<file path="src/rtl/msf_keyer.sv">
`default_nettype none
// ============================================================================
// Module   : msf_keyer
// Purpose  : MSF-format time-code transmitter. It on/off keys a baseband
//            carrier envelope from per-minute A/B bit frames. It emits a
//            carrier-period strobe, a one-second marker, a minute marker and
//            an unsigned-magnitude amplitude stream for the IQ averager.
// Revision : 1.0 - initial release
// ----------------------------------------------------------------------------
// Ports
//   clk               in   1      system clock
//   rst               in   1      synchronous, active-high reset
//   enable            in   1      run keyer; low returns to IDLE next clk
//   frame_a           in   60     A bits, bit s sent in second s (bit 0 unused)
//   frame_b           in   60     B bits, bit s sent in second s (bit 0 unused)
//   frame_valid       in   1      frame_a/b valid
//   frame_ready       out  1      shadow register empty
//   amplitude_level   in   NBITS  envelope level used while carrier is on
//   msf_carrier_pulse out  1      1-clk strobe per carrier period
//   one_sec_marker    out  1      with the strobe that starts each second
//   minute_marker     out  1      with the strobe that starts second 0
//   amplitude         out  NBITS  envelope (MSB always 0) or 0 when keyed off
//   carrier_on        out  1      current key state
//   second_index      out  6      current second 0..59
//   underrun          out  1      minute began with an empty shadow register
// ============================================================================
module msf_keyer #(
  parameter int NBITS            = 16,
  parameter int CLKS_PER_CARRIER = 2083,
  parameter int CYCLES_PER_TENTH = 6000
) (
  input  logic             clk,
  input  logic             rst,
  input  logic             enable,
  input  logic [59:0]      frame_a,
  input  logic [59:0]      frame_b,
  input  logic             frame_valid,
  output logic             frame_ready,
  input  logic [NBITS-1:0] amplitude_level,
  output logic             msf_carrier_pulse,
  output logic             one_sec_marker,
  output logic             minute_marker,
  output logic [NBITS-1:0] amplitude,
  output logic             carrier_on,
  output logic [5:0]       second_index,
  output logic             underrun
);

  localparam int PW = (CLKS_PER_CARRIER > 1) ? $clog2(CLKS_PER_CARRIER) : 1;
  localparam int CW = (CYCLES_PER_TENTH > 1) ? $clog2(CYCLES_PER_TENTH) : 1;
  localparam logic [PW-1:0]    C_P_LAST   = PW'(CLKS_PER_CARRIER - 1);
  localparam logic [CW-1:0]    C_C_LAST   = CW'(CYCLES_PER_TENTH - 1);
  // Clearing the MSB keeps the envelope non-negative when read as signed.
  localparam logic [NBITS-1:0] C_MAG_MASK = {1'b0, {(NBITS-1){1'b1}}};

  typedef enum logic [1:0] {
    ST_IDLE = 2'd0,
    ST_SYNC = 2'd1,
    ST_RUN  = 2'd2
  } state_t;

  state_t r_state;
  state_t w_state_nxt;

  logic [PW-1:0]    r_p;
  logic [CW-1:0]    r_c;
  logic [3:0]       r_t;
  logic [5:0]       r_s;
  logic             r_pulse;
  logic             r_one_sec;
  logic             r_minute;
  logic             r_carrier_on;
  logic [NBITS-1:0] r_amp;
  logic             r_underrun;
  logic [59:0]      r_act_a;
  logic [59:0]      r_act_b;
  logic [59:0]      r_sh_a;
  logic [59:0]      r_sh_b;
  logic             r_sh_full;

  logic             w_period_end;
  logic             w_new_period;
  logic [CW-1:0]    w_c_nxt;
  logic [3:0]       w_t_nxt;
  logic [5:0]       w_s_nxt;
  logic             w_carrier_nxt;
  logic             w_xfer;
  logic             w_load;

  // Key state for second s, tenth t of the minute described by frames a/b.
  function automatic logic f_key(input logic [5:0]  s,
                                 input logic [3:0]  t,
                                 input logic [59:0] a,
                                 input logic [59:0] b);
    logic on;
    on = 1'b1;
    if (t == 4'd0)                    on = 1'b0;
    if ((s == 6'd0) && (t <= 4'd4))   on = 1'b0;
    if ((t == 4'd1) && a[s])          on = 1'b0;
    if ((t == 4'd2) && b[s])          on = 1'b0;
    return on;
  endfunction

  // --------------------------------------------------------------------------
  // State register
  // --------------------------------------------------------------------------
  always_ff @(posedge clk) begin
    if (rst) begin
      r_state <= ST_IDLE;
    end else begin
      r_state <= w_state_nxt;
    end
  end

  // --------------------------------------------------------------------------
  // Next state, position of the period about to start and its key state
  // --------------------------------------------------------------------------
  always_comb begin
    w_state_nxt   = r_state;
    w_period_end  = 1'b0;
    w_new_period  = 1'b0;
    w_c_nxt       = r_c;
    w_t_nxt       = r_t;
    w_s_nxt       = r_s;
    w_carrier_nxt = r_carrier_on;
    if (!enable) begin
      w_state_nxt   = ST_IDLE;
      w_carrier_nxt = 1'b0;
    end else begin
      unique case (r_state)
        ST_IDLE: begin
          w_state_nxt   = ST_SYNC;
          w_carrier_nxt = 1'b1;
        end
        ST_SYNC: begin
          w_period_end  = (r_p == C_P_LAST);
          w_carrier_nxt = 1'b1;
          // The first RUN period is minute start; its shadow gets consumed
          // by the transfer on the following clk.
          if (w_period_end && r_sh_full) begin
            w_state_nxt   = ST_RUN;
            w_new_period  = 1'b1;
            w_c_nxt       = '0;
            w_t_nxt       = '0;
            w_s_nxt       = '0;
            w_carrier_nxt = f_key(6'd0, 4'd0, r_act_a, r_act_b);
          end
        end
        ST_RUN: begin
          w_period_end = (r_p == C_P_LAST);
          if (w_period_end) begin
            w_new_period = 1'b1;
            if (r_c == C_C_LAST) begin
              w_c_nxt = '0;
              if (r_t == 4'd9) begin
                w_t_nxt = '0;
                w_s_nxt = (r_s == 6'd59) ? 6'd0 : r_s + 6'd1;
              end else begin
                w_t_nxt = r_t + 4'd1;
              end
            end else begin
              w_c_nxt = r_c + CW'(1);
            end
            w_carrier_nxt = f_key(w_s_nxt, w_t_nxt, r_act_a, r_act_b);
          end
        end
        default: begin
          w_state_nxt = ST_IDLE;
        end
      endcase
    end
  end

  // The frame swap happens in the clk that presents the minute marker.
  assign w_xfer = enable && (r_state == ST_RUN) && r_minute;
  // The transfer frees the shadow slot on the same edge, so a frame offered
  // during the transfer clk is taken even though frame_ready reads 0.
  assign w_load = frame_valid && (!r_sh_full || w_xfer);

  // --------------------------------------------------------------------------
  // Datapath: prescaler, position counters, outputs and frame registers
  // --------------------------------------------------------------------------
  always_ff @(posedge clk) begin
    if (rst || !enable) begin
      r_p          <= '0;
      r_c          <= '0;
      r_t          <= '0;
      r_s          <= '0;
      r_pulse      <= 1'b0;
      r_one_sec    <= 1'b0;
      r_minute     <= 1'b0;
      r_carrier_on <= 1'b0;
      r_amp        <= '0;
      r_underrun   <= 1'b0;
      r_act_a      <= '0;
      r_act_b      <= '0;
      r_sh_a       <= '0;
      r_sh_b       <= '0;
      r_sh_full    <= 1'b0;
    end else begin
      if (r_state == ST_IDLE) begin
        r_p <= '0;
      end else begin
        r_p <= w_period_end ? '0 : r_p + PW'(1);
      end
      r_pulse      <= w_period_end;
      r_one_sec    <= w_new_period && (w_t_nxt == 4'd0) && (w_c_nxt == '0);
      r_minute     <= w_new_period && (w_t_nxt == 4'd0) && (w_c_nxt == '0)
                      && (w_s_nxt == 6'd0);
      r_c          <= w_c_nxt;
      r_t          <= w_t_nxt;
      r_s          <= w_s_nxt;
      r_carrier_on <= w_carrier_nxt;
      r_amp        <= w_carrier_nxt ? (amplitude_level & C_MAG_MASK) : '0;
      r_underrun   <= w_xfer && !r_sh_full;

      if (w_xfer) begin
        r_act_a <= r_sh_full ? r_sh_a : '0;
        r_act_b <= r_sh_full ? r_sh_b : '0;
      end

      if (w_load) begin
        r_sh_a    <= frame_a;
        r_sh_b    <= frame_b;
        r_sh_full <= 1'b1;
      end else if (w_xfer) begin
        r_sh_full <= 1'b0;
      end
    end
  end

  assign frame_ready       = ~r_sh_full;
  assign msf_carrier_pulse = r_pulse;
  assign one_sec_marker    = r_one_sec;
  assign minute_marker     = r_minute;
  assign amplitude         = r_amp;
  assign carrier_on        = r_carrier_on;
  assign second_index      = r_s;
  assign underrun          = r_underrun;

endmodule
`default_nettype wire

</file>
<file path="config.mk">
export PLATFORM = sky130hd
export DESIGN_NAME = msf_keyer
export DESIGN_NICKNAME = d
export VERILOG_FILES = /design/src/rtl/msf_keyer.sv
export SDC_FILE = /design/constraint.sdc
export NUM_CORES = 1
export LEC_CHECK = 0
export CORE_ASPECT_RATIO = 1.2
export CORE_MARGIN = 4
export CORE_UTILIZATION = 49
export CTS_BUF_LIST = sky130_fd_sc_hd__clkbuf_8
export DETAILED_ROUTE_END_ITERATION = 6
export MAX_ROUTING_LAYER = met4
export PLACE_DENSITY = 0.72
export SLEW_MARGIN = 20
export SYNTH_ARGS = -nofsm -noshare
export SYNTH_HDL_FRONTEND = slang
export SYNTH_SLANG_ARGS = --single-unit
</file>
<file path="constraint.sdc">
create_clock -name clk -period 3.83 [get_ports clk]
set_input_delay 0.383 -clock clk [delete_from_list [all_inputs] [get_ports clk]]
set_output_delay 0.383 -clock clk [all_outputs]
set_load 0.02 [all_outputs]
</file>
# Word level (Yosys, flattened, before mapping)
# Cells that the tools add are included.
[totals] reg_bits=299 latch_bits=0 ramBits=0 mem_bits_ro=0 input_bits=140 output_inout_bits=28 elab_cells=111 mem_count=0
[op_classes] addsub=4 n_mul=0 div=0 n_lt_le_gt_ge=2 eq_ne=9 shift=0 n_mux=48 bitwise_logic=4 reduce_logical=27
[ops] cell="60-bit 2-to-1 mux" count=2
[ops] cell="6-bit 2-to-1 mux" count=9
[ops] cell="13-bit 2-to-1 mux" count=4
[ops] cell="4-bit 2-to-1 mux" count=8
[ops] cell="13-bit one-hot mux with 2 select lines" count=1
[ops] cell="1-bit 2-to-1 mux" count=16
[ops] cell="13-bit by 1-bit adder with 13-bit output (second input constant)" count=1
[ops] cell="13-bit == test (second input constant)" count=1
[ops] cell="13-bit zero test" count=1
[ops] cell="12-bit by 1-bit adder with 12-bit output (second input constant)" count=1
[ops] cell="1-bit binary-select mux with 6-bit select" count=2
[ops] cell="12-bit == test (second input constant)" count=1
[ops] cell="6-bit zero test" count=2
[ops] cell="6-bit one-hot mux with 2 select lines" count=1
[ops] cell="1-bit logical AND" count=11
[ops] cell="4-bit zero test" count=2
[ops] cell="4-bit one-hot mux with 2 select lines" count=1
[ops] cell="6-bit by 7-bit less-than comparator with 1-bit output (second input constant)" count=1
[ops] cell="6-bit by 1-bit adder with 6-bit output (second input constant)" count=1
[ops] cell="6-bit == test (second input constant)" count=1
[ops] cell="2-bit one-hot mux with 3 select lines" count=1
[ops] cell="2-bit OR reduction" count=3
[ops] cell="4-bit by 1-bit adder with 4-bit output (second input constant)" count=1
[ops] cell="4-bit by 1-bit == test with 1-bit output (second input constant)" count=1
[ops] cell="16 further kinds" count=21

# Logic depth before layout (Yosys ltp)
# Gate-level depths: netlist (run 1).
[logic_depth] word_depth=17 depth_mapped=15 depth_no_buf=12

# Least setup slack after synthesis (run 1)
# Ideal clock, no wire load.
[synth_path] kind="flip-flop to flip-flop" startpoint="reg r_c[0]" endpoint="reg r_amp[10] (netlist: amplitude[10])" t_arrival_ns=3.203 required_time_ns=3.718 slack_ns=0.515 stages_incl_launch_ff=15 path_buffers=3 synth_period_minus_slack_ns=3.315 path_cell_list="dfxtp_1 > ha_1 > nand4b_2 > nor4_4 > mux2i_1 > clkbuf_1 > clkbuf_1 > nor2_1 > o21ai_0 > o2111ai_1 > o31ai_1 > o22ai_2 > a31oi_4 > buf_6 > nor2_1"
[synth_via] elab_chain_len=15 elab_cells_between_ends=30
[synth_lines] element="start, declared" line_no="66" text="logic [CW-1:0] r_c;"
[synth_lines] element="start signal, assigned" line_no="210" text="r_c <= w_c_nxt;"
[synth_lines] element="13-bit == test (*)" line_no="153" text="if (r_c == C_C_LAST) begin"
[synth_lines] element="6-bit 2-to-1 mux or 4-bit 2-to-1 mux (tied branches)" line_no="153"
[synth_lines] element="6-bit 2-to-1 mux or 4-bit 2-to-1 mux (tied branches)" line_no="151" text="if (w_period_end) begin"
[synth_lines] element="6-bit 2-to-1 mux or 4-bit 2-to-1 mux (tied branches)" line_no="130" text="unique case (r_state)"
[synth_lines] element="6-bit 2-to-1 mux or 4-bit 2-to-1 mux (tied branches)" line_no="126" text="if (!enable) begin"
[synth_lines] element="1-bit binary-select mux with 6-bit select, or another cell as far along" line_no="99" text="if ((t == 4'd1) && a[s]) on = 1'b0;"
[synth_lines] element="1-bit 2-to-1 mux (not written as such), or another cell as far along" line_no="99"
[synth_lines] element="1-bit logical AND or 1-bit 2-to-1 mux (tied branches)" line_no="99, 98"
[synth_lines] element="1-bit 2-to-1 mux" line_no="99"
[synth_lines] element="1-bit 2-to-1 mux (*)" line_no="100" text="if ((t == 4'd2) && b[s]) on = 1'b0;"
[synth_lines] element="1-bit 2-to-1 mux (*)" line_no="151"
[synth_lines] element="1-bit one-hot mux with 3 select lines (*)" line_no="130"
[synth_lines] element="1-bit 2-to-1 mux (*)" line_no="126"
[synth_lines] element="1-bit inverter (no source line) (*)"
[synth_lines] element="2-bit OR reduction (no source line) (*)"
[synth_lines] element="end signal, assigned" line_no="214" text="r_amp <= w_carrier_nxt ? (amplitude_level & C_MAG_MASK) : '0;"
[synth_lines] element="end, declared" line_no="73" text="logic [NBITS-1:0] r_amp;"
# Mark *: on every way between the ends. The rest lies on a longest branch, timed or not. The select of a mux whose other input is x is not followed.
# A chain may end at the register's enable or synchronous reset.

# Worst setup path in the final report (run 1)
[layout_path] startpoint="reg r_c[0]" endpoint="reg r_amp[6] (netlist: amplitude[6])"
# Same word-level chain as after synthesis.

==> results of run 1 <==
[cell usage in the layout (no fill, tap or decap), types with 6 or more instances in the layout]
cell / synthesis / routed
inv_1: 13 / 29
dfxtp_1: 298 / 296
o21ai_0: 33 / 33
a22oi_1: 6 / 6
xor2_1: 10 / 10
ha_1: 10 / 10
nand3_1: 60 / 60
nor2_1: 204 / 204
mux2i_1: 20 / 18
buf_4: 3 / 39
clkdlybuf4s50_1: 0 / 165
a31oi_1: 10 / 10
nor4_1: 9 / 7
nor3_1: 133 / 133
nand4_1: 9 / 9
nand2_1: 366 / 364
and3_1: 12 / 11
clkbuf_8: 0 / 61
a21oi_1: 286 / 284
[flip-flops by register name, indices dropped and copies added, names as in the netlist, 4 cells and up]
signal        flops
amplitude        15
r_act_a          60
r_act_b          60
r_c              13
r_p              12
r_sh_a           60
r_sh_b           60
r_t               4
second_index      6
[logic make-up after synthesis]
| group | count (synthesis) | synth area share |
|---|---|---|
| AOI/OAI and AO/OA | 379 | 0.163 |
| xor gates and xnor gates | 15 | 0.0103 |
| adders and majority gates | 10 | 0.00980 |
| buffers and inverters | 149 | 0.0483 |
| DFF | 298 | 0.467 |
| muxes | 22 | 0.0174 |
| other | 1 | 0.000294 |
| and+or+nand+nor | 827 | 0.284 |
[report_power, final]
| part | switching (W) | total (W) | leakage [nW] | internal, W |
|---|---|---|---|---|
| registers | 0.0000275 | 0.00318 | 2.41 | 0.00315 |
| clock network | 0.00120 | 0.00262 | 0.542 | 0.00142 |
| logic | 0.000208 | 0.000400 | 2.79 | 0.000192 |
[metrics by stage]
stage	instance area (µm²)	setup WS, ns	hold slack, ns	power [W]
floorplan	12800	0.515	0.436	0.00342
detailed placement	14700	0.0731	0.447	0.00364
global placement	14700	0.132	0.444	0.00364
global route	15700	0.00159	0.341	0.00645
CTS	15600	0.0504	0.331	0.00625
finish	15700	0.134	0.360	0.00620
[area by class of cell]
type | count | area [µm²] | share of cell area
sequential | 298 | 5970 | 0.381
timing repair buffer | 209 | 2050 | 0.131
multi-input combinational | 1254 | 6260 | 0.399
clock inverter | 21 | 93.8 | 0.00599
clock buffer | 61 | 840 | 0.0536
inverter | 13 | 48.8 | 0.00311
tap | 330 | 413 | 0.0263
[worst max-delay path by stage]
stage                                  from                        to  slack, ns  depth (start not counted)
after floorplan           r_c[0]$_SDFF_PP0_  amplitude[10]$_SDFF_PP0_       0.52                         14
after global placement    r_t[0]$_SDFF_PP0_  amplitude[14]$_SDFF_PP0_       0.13                         14
after detailed placement  r_t[0]$_SDFF_PP0_   amplitude[6]$_SDFF_PP0_       0.07                         14
after CTS                 r_c[0]$_SDFF_PP0_   amplitude[6]$_SDFF_PP0_       0.05                         14
after global routing      r_c[0]$_SDFF_PP0_   amplitude[0]$_SDFF_PP0_      0.002                         14
final                     r_c[0]$_SDFF_PP0_   amplitude[6]$_SDFF_PP0_       0.13                         14
[per-layer routing]
layer | GRT usage | vias up | part of all wire
li1 | - | 6028 | -
met3 | 0.0285 | 74 | 0.054
met4 | 0.0809 | 0 | 0.030
met2 | 0.384 | 358 | 0.48
met5 | - | - | 0
met1 | 0.306 | 5583 | 0.43
[worst max-delay path, cell delays in order, from the launching register on]
cell,delay (ns)
dfxtp_1,0.42
ha_1,0.26
nand4b_2,0.22
nor4_4,0.39
buf_4,0.22
mux2i_4,0.25
buf_12,0.26
nand2_1,0.09
nand3_1,0.08
nand3_1,0.07
a211oi_1,0.49
a31oi_1,0.24
a31oi_4,0.23
buf_4,0.25
nor2_1,0.08
[timing repair]
action / CTS / global route
buffers inserted: 0 / 2
endpoints found under the setup margin: 0 / 16
resized for setup: 0 / 4
==> flow_summary.toml, run 1 <==
[clocking]
clkTransAtPathRegs_ns = 0.06
numCtsBuffers = 46
clockBufferDepth = 3
ctsHoldBuffers = 0
cts_max_level = 2
clock-sinks = 298
cts_root_buf = "clkbuf_8"
cts_tree = "yes"
clkLatencyLatePin_ns = 0.57

[layout]
num-fill-cells = 2384
syn2layout_area_growth_pct = 22.8
final_util = 0.612
diodes = 0
nets = 1972
layout-drive-gt1-share = 0.0754
layout.cells.non_filler = 2186

[synthesis]
synth_edf_count = 0
synthArstFlopShare = 0
synthMostInstantiatedCell = "nand2_1"
yosys-top-cells-area = "dfxtp_1 47%, a21oi_1 11%, nand2_1 11%"
yosys_warnings = 0
syn_nets = 1851
ys_ff_latch = 298
synth.top_cell.area_share = 0.467
synth_seq_area_share = 0.467
ys.flop_type = "dfxtp_1"
synth_cell_types = 72
postSynthAreaPerCell_um2 = 7.50
synthCells = 1701
netlist_area_um2 = 12800
synth_top_cell_by_area = "dfxtp_1"
yosys-top-cells-count = "366 x nand2_1, 298 x dfxtp_1, 286 x a21oi_1"

[route]
via_count = 12000
drcViolationCount = 0
avgRoutedWirePerCell_um = 15.5
postRouteAntennaNets = 0
drtIter0Drc = 896
wl_mm = 33.9
via_per_inst = 5.51
drtPass1Iterations = 7

[global_route]
globalRouteOverflowTotal = 0
grt_pass1_wl_mm = 55.5
grt_usage = 0.236
grt_max_degree = 106
antenna_found_initial = 0
first_global_vias = 11200

[critical_path]
endpoint_kind = "register"
r2r_end = "amplitude[6]$_SDFF_PP0_"
reg2reg_from = "r_c[0]$_SDFF_PP0_"
path_class = "register to register"
cp_max_fo = 49
crit_required_ns = 4.25
startpoint_type = "register"
arrival_ns = 4.12
reg2reg_depth = 14
rrSetupSlack_ns = 0.13

[timing]
setup_tns_ns = 0
final-hold-violation-count = 0
slew_headroom = 0.316
finalCritPeriodShare = 0.965
skew_ns = 0.0331
max_freq_ghz = 0.271
finalSetupViolCount = 0
fin_crit_ns = 3.70
worstMarginPinSlew_ns = 1.03
final_max_slew_viol_count = 0
rsz0062_at_grt = "no"

[floorplanning]
rows = 64
die_area_um2 = 28700
start_util = 0.498
core_um2 = 25600
die_w_um = 155
ios = 168
die_h_um = 185

[power]
vdd_drop_max_v = 0.000241
powerDensity_nw_per_um2 = 395
p_leak_nw = 5.75

[worst_hold_path]
worstHoldEndpoint = "r_sh_b[11]$_SDFFE_PP0P_"
hold_path.startpoint = "frame_b[11]"
hold_depth = 3
hold_path_class = "input port to register"

[placement]
dp.cells = 2101
portBuffers = 165
post-dp-hpwl_mm = 22.2
routabilityCongestion = 0.942

[run_status]
status = "completed"

[job]
max_cap_violations = 0
Power figures use the tool's default switching activity.
==> run 2, diff against run 1 <==
--- a/config.mk
+++ b/config.mk
@@ -5,13 +5,14 @@
 export SDC_FILE = /design/constraint.sdc
 export NUM_CORES = 1
 export LEC_CHECK = 0
-export CORE_ASPECT_RATIO = 1.2
+export CORE_ASPECT_RATIO = 0.75
 export CORE_MARGIN = 4
 export CORE_UTILIZATION = 49
 export CTS_BUF_LIST = sky130_fd_sc_hd__clkbuf_8
 export DETAILED_ROUTE_END_ITERATION = 6
 export MAX_ROUTING_LAYER = met4
 export PLACE_DENSITY = 0.72
+export SETUP_SLACK_MARGIN = 0.5
 export SLEW_MARGIN = 20
 export SYNTH_ARGS = -nofsm -noshare
 export SYNTH_HDL_FRONTEND = slang
==> flow_summary.toml, run 2 (synthesis gave the netlist of run 1 again) <==
[global_route]
first_global_vias = 11400
antenna_found_initial = 0
globalRouteOverflowTotal = 0
grt_pass1_wl_mm = 57.1
grt_max_degree = 190
grt_usage = 0.240

[critical_path]
arrival_ns = 3.75
cp.depth = 13
cp_num_buf_inv = 2
path_class = "register to register"
crit_required_ns = 4.33
max_stage_delay_ns = 0.48
crit_slowest_cell = "or4_4"
cp_max_fo = 9
endpoint_kind = "register"
reg2reg_from = "r_c[1]$_SDFF_PP0_"
crit_chain = "ha_4 -> nand4b_4 -> buf_4 -> or4_4 -> o21ai_2 -> buf_4 -> nor2_1 -> o32ai_1 -> nand2_1 -> nor4b_2 -> and4b_1 -> and3_1 -> and3_1"
critPathTopFamily = "simple AND/OR/NAND/NOR gates"
startpoint_type = "register"
reg2reg_depth = 13
rrSetupSlack_ns = 0.58
r2r_end = "minute_marker$_SDFF_PP0_"

[layout]
layout_commonest_cell = "nand2_1"
final_util = 0.637
layout.cells.non_filler = 2214
syn2layout_area_growth_pct = 26.2
num-fill-cells = 2290
seq_area_um2 = 5980
multi_input_area_um2 = 6450
diodes = 0
mostFrequentLayoutCells = "364 x nand2_1, 291 x dfxtp_1, 275 x a21oi_1, 204 x nor2_1, 165 x clkdlybuf4s50_1"
layout-drive-gt1-share = 0.102
nets = 1989

[timing]
final-hold-violation-count = 0
final_max_slew_viol_count = 0
slew_headroom = 0.343
finalCritPeriodShare = 0.849
rsz0062_at_grt = "no"
setup_tns_ns = 0
max_freq_ghz = 0.308
skew_ns = 0.0200
fin_crit_ns = 3.25
finalSetupViolCount = 0
layout_setup_ws_ns = 0.580
worstMarginPinSlew_ns = 0.985

[placement]
portBuffers = 165
dp.cells = 2116
post-dp-hpwl_mm = 22.8
place_ws_ns = 0.0429
routabilityCongestion = 0.912

[floorplanning]
die_w_um = 194
die_area_um2 = 28700
rows = 50
die_h_um = 148
core_um2 = 25300
ios = 168
start_util = 0.505

[clocking]
numCtsBuffers = 46
clkLatencyLatePin_ns = 0.56
clkTransAtPathRegs_ns = 0.06
clockBufferDepth = 3
cts_max_level = 2
cts_root_buf = "clkbuf_8"
cts_tree = "yes"
clock-sinks = 298

[route]
wl_mm = 35.0
via_per_inst = 5.47
met1_length_mm = 16.7
drcViolationCount = 0
avgRoutedWirePerCell_um = 15.8
drtPass1Iterations = 5
drtIter0Drc = 973
postRouteAntennaNets = 0
met3_length_mm = 2.02
via_count = 12100
top_layer_used = "met4"
wl_met2_mm = 15.7

[power]
p_leak_nw = 5.89
powerDensity_nw_per_um2 = 394
vdd_drop_max_v = 0.000241

[run_status]
status = "completed"

[job]
max_cap_violations = 0

[worst_hold_path]
hold_depth = 3
worstHoldEndpoint = "amplitude[2]$_SDFF_PP0_"
hold_path_class = "input port to register"
hold_path.startpoint = "amplitude_level[2]"
## run 2: changes by cell type in the layout (fill, tap and decap cells not counted), sizes merged
cell | previous run | this run
buf | 44 | 60
inv | 30 | 29
or4 | 5 | 6
bufinv | 0 | 1
clkbuf | 61 | 62
clkinv | 3 | 5
## run 2: layer usage
metal,vias up,global-route usage
li1,6066,-
met1,5646,0.339
met2,333,0.364
met3,55,0.0371
met4,0,0.0569
met5,-,-
## run 2: stage by stage
stage               total power (W)  area [µm²]  hold slack, ns
floorplan                   0.00342       12800           0.436
global placement            0.00364       14800           0.443
detailed placement          0.00364       14800           0.446
CTS                         0.00640       15900           0.323
global route                0.00659       16100           0.325
finish                      0.00635       16100           0.351
## run 2: cell type report
cell class                 instances  area share
multi-input combinational       1255       0.401
sequential                       298       0.371
timing repair buffer             225       0.138
clock buffer                      62      0.0530
tap                              338      0.0262
clock inverter                    23     0.00808
inverter                          13     0.00303
## run 2: timing repair
item,CTS,global route
setup buffers,1,11
pin swaps,3,7
hold buffers,0,0
endpoints found under the setup margin,18,16
cloned,1,0
gates resized for setup,18,33
## run 2: how the worst max path moves through the flow
| stage | startpoint | to | slack [ns] |
|---|---|---|---|
| after floorplan | r_c[0]$_SDFF_PP0_ | amplitude[10]$_SDFF_PP0_ | 0.52 |
| final | r_c[1]$_SDFF_PP0_ | minute_marker$_SDFF_PP0_ | 0.58 |
| after global placement | r_c[0]$_SDFF_PP0_ | amplitude[2]$_SDFF_PP0_ | 0.12 |
| after detailed placement | r_c[0]$_SDFF_PP0_ | amplitude[11]$_SDFF_PP0_ | 0.04 |
| after global routing | r_c[1]$_SDFF_PP0_ | minute_marker$_SDFF_PP0_ | 0.47 |
| after CTS | r_t[0]$_SDFF_PP0_ | carrier_on$_SDFF_PP0_ | 0.55 |
## run 2: tightest hold or removal path: stages
cell and delay [ns]:
clkdlybuf4s50_1 0.39, nand2_1 0.06, nor2_1 0.03
## run 2: power by group
group	leakage (nW)	internal [W]	switching (W)
Combinational	2.91	0.000192	0.000209
Clock	0.566	0.00152	0.00126
Sequential	2.42	0.00315	0.0000259
==> run 3, diff against run 2 <==
==> constraint.sdc (replaced) <==
create_clock -name clk -period 3.3 [get_ports clk]
set_input_delay 0.33 -clock clk [delete_from_list [all_inputs] [get_ports clk]]
set_output_delay 0.33 -clock clk [all_outputs]
set_load 0.02 [all_outputs]
==> flow_summary.toml, run 3 (synthesis gave the netlist of run 1 again) <==
[worst_hold_path]
hold_path_class = "input port to register"

[timing]
finalSetupViolCount = 0
setup_tns_ns = 0
rsz0062_at_grt = "yes"
final-hold-violation-count = 0
fin_crit_ns = 3.14
slew_headroom = 0.351
skew_ns = 0.0134
finalCritPeriodShare = 0.953
worstMarginPinSlew_ns = 0.973
final_max_slew_viol_count = 0
max_freq_ghz = 0.318

[placement]
dp.cells = 2143
portBuffers = 165
routabilityCongestion = 0.949
post-dp-hpwl_mm = 23.7
placed_area_um2 = 15100

[clocking]
numCtsBuffers = 47
cts_tree = "yes"
cts_root_buf = "clkbuf_8"
ctsHoldBuffers = 0
cts_max_level = 2
clkLatencyLatePin_ns = 0.57
clkTransAtPathRegs_ns = 0.06
clockBufferDepth = 3
clock-sinks = 298

[power]
vdd_drop_max_v = 0.000241
p_leak_nw = 5.98
powerDensity_nw_per_um2 = 436

[floorplanning]
die_h_um = 148
rows = 50
core_um2 = 25300
die_area_um2 = 28700
start_util = 0.505
die_w_um = 194
ios = 168

[global_route]
grt_pass1_wl_mm = 58.5
antenna_found_initial = 1
grt_usage = 0.247
first_global_vias = 11500
globalRouteOverflowTotal = 0
grt_max_degree = 155

[run_status]
status = "completed"

[route]
wl_mm = 35.7
avgRoutedWirePerCell_um = 16.0
via_count = 12200
postRouteAntennaNets = 0
drtIter0Drc = 1051
via_per_inst = 5.47
drcViolationCount = 0
drtPass1Iterations = 6

[critical_path]
arrival_ns = 3.63
path_class = "register to register"
startpoint_type = "register"
endpoint_kind = "register"
crit_required_ns = 3.79
cp_max_fo = 16

[layout]
nets = 2015
num-fill-cells = 2258
layout-drive-gt1-share = 0.108
layout_commonest_cell = "nand2_1"
mostFrequentLayoutCells = "363 x nand2_1, 289 x dfxtp_1, 279 x a21oi_1, 203 x nor2_1, 165 x clkdlybuf4s50_1"
syn2layout_area_growth_pct = 26.7
design_area_um2 = 16200
layout.cells.non_filler = 2229

[job]
max_cap_violations = 0
run 3: cell type report:
type,count,area [µm²],area share
antenna,1,2.50,0.000155
tap,338,423,0.0262
sequential,298,5980,0.370
clock inverter,22,118,0.00727
multi-input combinational,1255,6440,0.399
inverter,13,48.8,0.00302
timing repair buffer,250,2430,0.151
clock buffer,52,716,0.0443
run 3: worst max-delay path, cell delays in order, from the launching register on:
cell and delay [ns]:
dfxtp_2 0.35, ha_4 0.16, nand4b_4 0.15, or4_4 0.59
or4_1 0.49, a21boi_1 0.25, a21oi_4 0.11, a21oi_1 0.21
nor4_1 0.08, a31oi_1 0.25, a31oi_4 0.14, buf_12 0.17
nor2_1 0.12
run 3: through the flow:
step / worst slack [ns] / power [W] / hold slack, ns / utilization
5_1_grt: 0.00259 / 0.00730 / 0.288 / 0.640
6_report: 0.157 / 0.00704 / 0.293 / 0.640
2_1_floorplan: 0.249 / 0.00397 / 0.436 / -
3_3_place_gp: 0.0307 / 0.00423 / 0.443 / 0.597
4_1_cts: 0.165 / 0.00710 / 0.268 / 0.635
3_5_place_dp: -0.0832 / 0.00423 / 0.447 / 0.597
run 3: path summary, 6_finish.rpt:
check                                          endpoint                     from  slack [ns]  cells past startpoint
worst min register to register  r_sh_b[35]$_SDFFE_PP0P_  r_sh_b[35]$_SDFFE_PP0P_        0.45                      2
worst min-delay path            amplitude[1]$_SDFF_PP0_       amplitude_level[1]        0.29                      3
worst max register to register  amplitude[4]$_SDFF_PP0_        r_c[1]$_SDFF_PP0_        0.16                     12
worst max-delay path            amplitude[4]$_SDFF_PP0_        r_c[1]$_SDFF_PP0_        0.16                     12
run 3: metal layers:
| metal | track usage | wire (µm) | up-vias |
|---|---|---|---|
| li1 | - | - | 6110 |
| met1 | 0.352 | 17600 | 5662 |
| met2 | 0.368 | 15400 | 364 |
| met3 | 0.0410 | 2080 | 65 |
| met4 | 0.0594 | 596 | 0 |
| met5 | - | 0 | - |
run 3: power by group:
part | internal, W | switching, W
sequential | 0.00365 | 0.0000303
clock | 0.00150 | 0.00138
combinational | 0.000228 | 0.000247
total | 0.00538 | 0.00166
run 3: timing repair:
| item | 4_1_cts | 5_1_grt |
|---|---|---|
| gates cloned | 1 | 0 |
| endpoints found under the setup margin | 18 | 18 |
| pin swaps | 12 | 9 |
| buffers inserted | 5 | 5 |
| gates resized for setup | 23 | 19 |
